===== src/rtl/ram8_pkg.sv =====
// ram8_pkg: shared word and address sizing for ram8 and the larger RAMs tiled from it.
package ram8_pkg;
    localparam int WORD_WIDTH  = 16;
    localparam int RAM8_ADDR_W = 3;
    localparam int RAM8_DEPTH  = 1 << RAM8_ADDR_W;
endpackage


===== src/rtl/ram8_demux8way.sv =====
// demux8way: routes one strobe to one of eight outputs; sel[2] at the root, sel[0] at the leaves.
module demux8way
    import ram8_pkg::*;
(
    input  logic                   i_in,
    input  logic [RAM8_ADDR_W-1:0] i_sel,
    output logic [RAM8_DEPTH-1:0]  o_y
);
    logic [1:0] w_l0;
    logic [3:0] w_l1;
    dmux2 u_root (.i_in(i_in), .i_sel(i_sel[2]), .o_a(w_l0[0]), .o_b(w_l0[1]));
    for (genvar k = 0; k < 2; k++) begin : g_l1
        dmux2 u_d (.i_in(w_l0[k]), .i_sel(i_sel[1]), .o_a(w_l1[2*k]), .o_b(w_l1[2*k+1]));
    end
    for (genvar k = 0; k < 4; k++) begin : g_l2
        dmux2 u_d (.i_in(w_l1[k]), .i_sel(i_sel[0]), .o_a(o_y[2*k]), .o_b(o_y[2*k+1]));
    end
endmodule


===== src/rtl/ram8_gates.sv =====
// ram8_gates: 2:1 mux, 1:2 demux and the single-bit storage cell.
module mux2 (
    input  logic i_a,
    input  logic i_b,
    input  logic i_sel,
    output logic o_y
);
    assign o_y = i_sel ? i_b : i_a;
endmodule

module dmux2 (
    input  logic i_in,
    input  logic i_sel,
    output logic o_a,
    output logic o_b
);
    assign o_a = i_in & ~i_sel;
    assign o_b = i_in & i_sel;
endmodule

module bit_cell (
    input  logic clk,
    input  logic reset,
    input  logic i_d,
    input  logic i_load,
    output logic o_q
);
    logic r_q;
    logic w_d;
    // Hold is a feedback path through the mux, so the flop is clocked every edge.
    mux2 u_fb (.i_a(r_q), .i_b(i_d), .i_sel(i_load), .o_y(w_d));
    always_ff @(posedge clk or posedge reset)
        if (reset) r_q <= 1'b0;
        else       r_q <= w_d;
    assign o_q = r_q;
endmodule


===== src/rtl/ram8_mux8way.sv =====
// mux8way: per-bit 8:1 mux tree; sel[0] at the leaves, sel[2] at the root.
module mux8way
    import ram8_pkg::*;
#(
    parameter int WIDTH = WORD_WIDTH
) (
    input  logic [RAM8_DEPTH-1:0][WIDTH-1:0] i_words,
    input  logic [RAM8_ADDR_W-1:0]           i_sel,
    output logic [WIDTH-1:0]                 o_y
);
    for (genvar b = 0; b < WIDTH; b++) begin : g_bit
        logic [3:0] w_l0;
        logic [1:0] w_l1;
        for (genvar k = 0; k < 4; k++) begin : g_l0
            mux2 u_m (.i_a(i_words[2*k][b]), .i_b(i_words[2*k+1][b]), .i_sel(i_sel[0]), .o_y(w_l0[k]));
        end
        for (genvar k = 0; k < 2; k++) begin : g_l1
            mux2 u_m (.i_a(w_l0[2*k]), .i_b(w_l0[2*k+1]), .i_sel(i_sel[1]), .o_y(w_l1[k]));
        end
        mux2 u_root (.i_a(w_l1[0]), .i_b(w_l1[1]), .i_sel(i_sel[2]), .o_y(o_y[b]));
    end
endmodule


===== src/rtl/ram8_register_w.sv =====
// register_w: WIDTH-bit register with load and async clear, one bit_cell per bit.
module register_w
    import ram8_pkg::*;
#(
    parameter int WIDTH = WORD_WIDTH
) (
    input  logic             clk,
    input  logic             reset,
    input  logic [WIDTH-1:0] i_d,
    input  logic             i_load,
    output logic [WIDTH-1:0] o_q
);
    for (genvar b = 0; b < WIDTH; b++) begin : g_bit
        bit_cell u_cell (.clk(clk), .reset(reset), .i_d(i_d[b]), .i_load(i_load), .o_q(o_q[b]));
    end
endmodule


===== src/rtl/ram8.sv =====
// ram8: 8-word register file; demux-tree write enables, combinational mux-tree read.
module ram8
    import ram8_pkg::*;
#(
    parameter int WIDTH  = WORD_WIDTH,
    parameter int ADDR_W = RAM8_ADDR_W
) (
    input  logic              clk,
    input  logic              reset,
    input  logic [WIDTH-1:0]  in,
    input  logic              load,
    input  logic [ADDR_W-1:0] address,
    output logic [WIDTH-1:0]  out
);
    logic [RAM8_DEPTH-1:0]            w_en;
    logic [RAM8_DEPTH-1:0][WIDTH-1:0] w_words;
    demux8way u_dec (.i_in(load), .i_sel(address), .o_y(w_en));
    for (genvar w = 0; w < RAM8_DEPTH; w++) begin : g_word
        register_w #(.WIDTH(WIDTH)) u_reg (
            .clk(clk), .reset(reset), .i_d(in), .i_load(w_en[w]), .o_q(w_words[w])
        );
    end
    mux8way #(.WIDTH(WIDTH)) u_rd (.i_words(w_words), .i_sel(address), .o_y(out));
endmodule


===== config.mk =====
export PLATFORM = sky130hd
export DESIGN_NAME = ram8
export DESIGN_NICKNAME = d
export VERILOG_FILES = /design/src/rtl/ram8_pkg.sv /design/src/rtl/ram8_demux8way.sv /design/src/rtl/ram8_gates.sv /design/src/rtl/ram8_mux8way.sv /design/src/rtl/ram8_register_w.sv /design/src/rtl/ram8.sv
export SDC_FILE = /design/constraint.sdc
export NUM_CORES = 1
export LEC_CHECK = 0
export CORE_ASPECT_RATIO = 0.6
export CORE_MARGIN = 1.5
export CORE_UTILIZATION = 59
export DETAILED_ROUTE_END_ITERATION = 10
export GPL_TIMING_DRIVEN = 0
export HOLD_SLACK_MARGIN = 0.05
export PLACE_DENSITY = 0.83
export SLEW_MARGIN = 20
export SYNTH_ARGS = -nofsm -noshare
export SYNTH_HDL_FRONTEND = slang
export SYNTH_SLANG_ARGS = --single-unit

===== constraint.sdc =====
create_clock -name clk -period 5.25 [get_ports clk]
set_clock_uncertainty 0.15 [all_clocks]
set_input_delay 0.525 -clock clk [delete_from_list [all_inputs] [get_ports clk]]
set_output_delay 0.525 -clock clk [all_outputs]
set_load 0.02 [all_outputs]

==> metrics.txt, run 1 <==
status completed; endpoint type of the worst setup path primary output; fin area 7400 um2; Avg Inst Size Synth 17.7 um2; CTS HTree Levels 4; RSZ-0062 raised after global routing false; pre-CTS setup slack 1.44 ns; CTS Buffer Depth 2; WHS 0.335 ns; non-filler cells, final 555; ys flop type dfrtp_1; Post-CTS Repair Setup Buffers 0; DRT iter0 DRCs 178; storage element area 3200 um2; Antenna Nets Post-Route 0; # resized after CTS 0; routed vias 3253; Fin Setup TNS 0 ns; CTS tree done; Final Hold Fails 0; crit path kind in2out; area share of the largest cell type after synthesis 51.5%; Placed Area 6780 um2; final wirelength 13000 um; pwr/cell area 438 nW/um2; Fill cells 591; Worst setup SP type input pin; FMAX 262 MHz; grt total ovfl 0; Core Area 10100 um2; Synth Net Count 373; worst-skew pair later-pin latency 0.41 ns; Min Clock Period, post-route 3.81 ns; largest net degree at the start of global routing 67; initial antenna violation count 0; IO Pins 38; CP Cell Sequence clkdlybuf4s50_1 -> buf_6 -> buf_4 -> buf_2 -> mux4_2 -> mux2_2 -> buf_4 -> clkdlybuf4s50_1; post-synthesis cell type count 15; area of the multi-input gates 2700 um2; Largest delay share family, worst path buffers and inverters; register area share after synthesis 51.5%; std cell rows 28; R2R setup slack 4.29 ns; # port buffers 36; Num CTS Buffers 17; CP max FO 10; GR Util All Layers 26.5%; Final Core Density 73.6%; Final Slew Violations 0; final setup violation count 0; yosys warns 0; PnR worst setup slack 1.44 ns; die footprint 11200 um2; MaxCap Viol Count 0; ratio of final minimum period to clock period 72.6%; worst-margin pin slew 0.748 ns; max FFs per register 128; Post-synth ARST share 100%; maximum VDD drop 0.000294 V; CP required 4.58 ns; hold buffers post-CTS 0; ant diodes 0; GP Congestion 0.719; global-route wire length before repair 20900 um; Slew headroom 49.9%; layout cell share with drive strength beyond 1 46.4%; Worst Path Buf+Inv 6; area leader, netlist dfrtp_1; vias in the first global route 3585; Tightest Hold Check Type reg2reg; cell area after synthesis 6220 um2; synthesized flop and latch total 128; drt first pass iters 4; Sink Count 128; synth top area cells dfrtp_1 51%, mux2_4 12%, mux4_2 11%; Residual DRC 0; Lkg Pwr 3.34 nW; Critical Path AT 3.14 ns; crit-path max cell delay 0.52 ns; WL/cell 23.4 um; vias per cell 5.86; most frequent cells after synthesis 128 x dfrtp_1, 55 x mux2_1, 50 x mux2_4; cell with the most instances after synthesis dfrtp_1; clk slew on worst S/H paths 0.06 ns; post-layout total power 3.24 mW; root buffer cell clkbuf_16; Post-synth EDFFs 0; Die X 136 um; area grow syn2layout 19.0%; DP Wirelength 8040 um; Nets 429; Synth Instances 351; placed instance count 523; slowest cell on the critical path clkdlybuf4s50_1; Die Y 82.5 um; Starting Density 61.9%
[layer usage]
metal  global-route usage [%]  share of wire, %  up-vias  wire (um)
met5                        0                 0        -          0
met4                     9.35               1.8        0        235
met3                     6.96               3.5       23        450
met2                     40.5                45       66       5880
met1                     37.2                49     1733       6400
li1                         -                 -     1431          -
[cells by family (layout without fill, tap and decap cells)]
group,after synthesis,count (layout),synth area share (%)
AND/OR/NAND/NOR,8,8,2.47
multiplexers,176,176,40.9
buffers and inverters,39,108,5.17
flip-flops,128,128,51.5
[cell usage in the layout (no fill, tap or decap), drive strengths merged]
| master | instances |
|---|---|
| and4bb | 3 |
| buf | 39 |
| bufinv | 4 |
| clkbuf | 17 |
| clkdlybuf4s50 | 36 |
| clkinv | 6 |
| clkinvlp | 4 |
| dfrtp | 128 |
| inv | 2 |
| mux2 | 144 |
| mux4 | 32 |
| nand4 | 1 |
| nand4b | 3 |
| nor4b | 1 |
[area by class of cell]
cell class / count / area share, %
Buffer: 38 / 4.29
Clock inverter: 15 / 2.60
Timing Repair Buffer: 37 / 5.24
Multi-Input combinational cell: 184 / 36.4
Inverter: 1 / 0.118
Tap cell: 135 / 2.28
Clock buffer: 17 / 5.75
Sequential cell: 128 / 43.3
[path summary, 6_finish.rpt]
kind | cells after the start | to | from
setup / recovery | 8 | out[13] | address[2]
hold reg to reg | 1 | g_word[1].u_reg.g_bit[6].u_cell.o_q | g_word[1].u_reg.g_bit[6].u_cell.o_q
hold / removal | 1 | g_word[1].u_reg.g_bit[6].u_cell.o_q | g_word[1].u_reg.g_bit[6].u_cell.o_q
setup reg to reg | 1 | g_word[2].u_reg.g_bit[0].u_cell.o_q | g_word[2].u_reg.g_bit[0].u_cell.o_q
min in group asynchronous | 2 | g_word[3].u_reg.g_bit[8].u_cell.o_q | reset
max in group asynchronous | 3 | g_word[4].u_reg.g_bit[14].u_cell.o_q | reset
[report_power, final]
group	total, mW	leakage (nW)	switching (mW)	internal (mW)
clock network	1.24	0.295	0.448	0.791
logic	0.683	1.51	0.239	0.444
registers	1.32	1.54	0.113	1.21
Power figures use the tool's default switching activity.
==> inputs of run 2 (changes only) <==
- CORE_UTILIZATION: 59 -> 54
- PLACE_DENSITY: 0.83 -> 0.8
- clock period: 5.25 -> 3.2 ns (I/O delays scaled with it)
==> run 2 against run 1 <==
  * Sequential power is 64% higher
  * Routed wire length shrank 2.2%
  * Total power grew 62%
  * Cell count grew 2.2%
  * Via count is 0.15% higher
  * Die area is 9.0% higher
  * Setup slack worse by 1.4 ns
  * Combinational power rose by 63%
  * Sequential share of layout area shrank 0.77 points
  * Final area is 1.8% higher
  * Largest power group unchanged
  * Highest routed layer unchanged
==> metrics.txt, run 2 (synthesis results as in run 1) <==
Nets 432 (+0.70%); worst-skew pair later-pin latency 0.41 ns (about the same); largest net degree at the start of global routing 34 (-49%); drt first pass iters 4 (unchanged); Die Y 86.1 um (+4.4%); vias in the first global route 3461 (-3.5%); placed instance count 535 (+2.3%); FMAX 317 MHz; ratio of final minimum period to clock period 98.6%; Antenna Nets Post-Route 0 (unchanged); worst-margin pin slew 0.693 ns (-0.0547 ns); CTS HTree Levels 4 (unchanged); vias per cell 5.75 (-2.0%); CP max FO 10 (unchanged); # port buffers 36 (unchanged); Post-CTS Repair Setup Buffers 0 (unchanged); area grow syn2layout 21.1%; final setup violation count 0 (unchanged); CTS tree done; crit path kind in2out; WL/cell 22.4 um (-4.3%); layout cell share with drive strength beyond 1 47.0% (+0.62 points); Critical Path AT 2.69 ns (-0.45 ns); Starting Density 55.2% (-6.6 points); routed vias 3258 (+0.15%); GR Util All Layers 23.0% (-3.5 points); post-layout total power 5.26 mW (+62%); Fin Setup TNS 0 ns (unchanged); Slew headroom 53.6% (+3.7 points); Worst setup SP type input pin; grt total ovfl 0 (unchanged); R2R setup slack 2.24 ns (-2.05 ns); Sink Count 128 (unchanged); Lkg Pwr 3.47 nW (+4.1%); GP Congestion 0.740 (+2.9%); max FFs per register 128 (unchanged); initial antenna violation count 0 (unchanged); die footprint 12200 um2 (+9.0%); Core Area 11300 um2 (+12%); most common cell after layout, fill and taps aside dfrtp_1; global-route wire length before repair 20100 um (-3.5%); ant diodes 0 (unchanged); final wirelength 12700 um (-2.2%); CP required 2.73 ns (-1.85 ns); maximum VDD drop 0.000425 V (+44%); endpoint type of the worst setup path primary output; IO Pins 38 (unchanged); Residual DRC 0 (unchanged); Die X 142 um (+4.4%); Final Slew Violations 0 (unchanged); RSZ-0062 raised after global routing false; Tightest Hold Check Type in2async; CTS Buffer Depth 2 (unchanged); MaxCap Viol Count 0 (unchanged); pwr/cell area 699 nW/um2 (+60%); root buffer cell clkbuf_16; most frequent cells in the layout 128 x dfrtp_1, 55 x mux2_1, 50 x mux2_4; hold buffers post-CTS 0 (unchanged); status completed; std cell rows 30 (+7.1%); DP Wirelength 8320 um (+3.6%); WHS 0.161 ns (-0.174 ns); Num CTS Buffers 17 (unchanged); Min Clock Period, post-route 3.16 ns; non-filler cells, final 567 (+2.2%); clk slew on worst S/H paths 0.06 ns (about the same); Final Hold Fails 0 (unchanged); DRT iter0 DRCs 161 (-9.6%)
-- run 2: where the power goes --
part	leakage, nW	switching (mW)	internal, mW
clock	0.283	0.753	1.23
combinational	1.66	0.383	0.732
sequential	1.54	0.185	1.98
total	3.47	1.32	3.94
-- run 2: layout make-up --
cell class	count	area, um2
Buffer	38	367
Fill cell	759	3730
Tap cell	144	180
Sequential cell	128	3200
Timing Repair Buffer	40	470
Clock buffer	17	425
Inverter	1	7.51
Multi-Input combinational cell	184	2700
Clock inverter	15	185
-- run 2: final timing paths --
check,from,endpoint,cells past startpoint
max,address[0],out[5],8
min,reset,g_word[0].u_reg.g_bit[8].u_cell.o_q,2
max reg2reg,g_word[4].u_reg.g_bit[5].u_cell.o_q,g_word[4].u_reg.g_bit[5].u_cell.o_q,1
min reg2reg,g_word[2].u_reg.g_bit[4].u_cell.o_q,g_word[2].u_reg.g_bit[4].u_cell.o_q,1
max in group asynchronous,reset,g_word[1].u_reg.g_bit[1].u_cell.o_q,4
min in group clk,load,g_word[7].u_reg.g_bit[1].u_cell.o_q,3
-- run 2: per-layer routing --
| metal | GRT usage (%) | part of all wire (%) | wire, um | vias up |
|---|---|---|---|---|
| met1 | 34.4 | 50 | 6380 | 1742 |
| met4 | 8.62 | 1.5 | 196 | 0 |
| li1 | - | - | - | 1437 |
| met5 | 0 | 0 | 0 | - |
| met3 | 5.30 | 3.3 | 413 | 18 |
| met2 | 33.0 | 45 | 5690 | 61 |
-- run 2: critical path, cell delays in order --
cell and delay, ns:
clkdlybuf4s50_1 0.55, buf_12 0.19, buf_8 0.19, buf_8 0.19, mux4_2 0.30, mux2_2 0.29
buf_4 0.13, clkdlybuf4s50_1 0.52
-- run 2: stage by stage --
step / instance area (um2) / setup slack [ns] / util [%]
after floorplan: 6220 / 1.15 / -
after global placement: 6760 / -0.193 / 60.1
after detailed placement: 6850 / -0.230 / 60.8
after CTS: 7500 / 0.00555 / 66.6
after global routing: 7530 / 0.00126 / 66.9
final: 7530 / 0.0434 / 66.9
-- run 2: repair_timing --
item	4_1_cts	5_1_grt
setup endpoints to repair	13	12
resized for setup	11	12
cloned	0	0
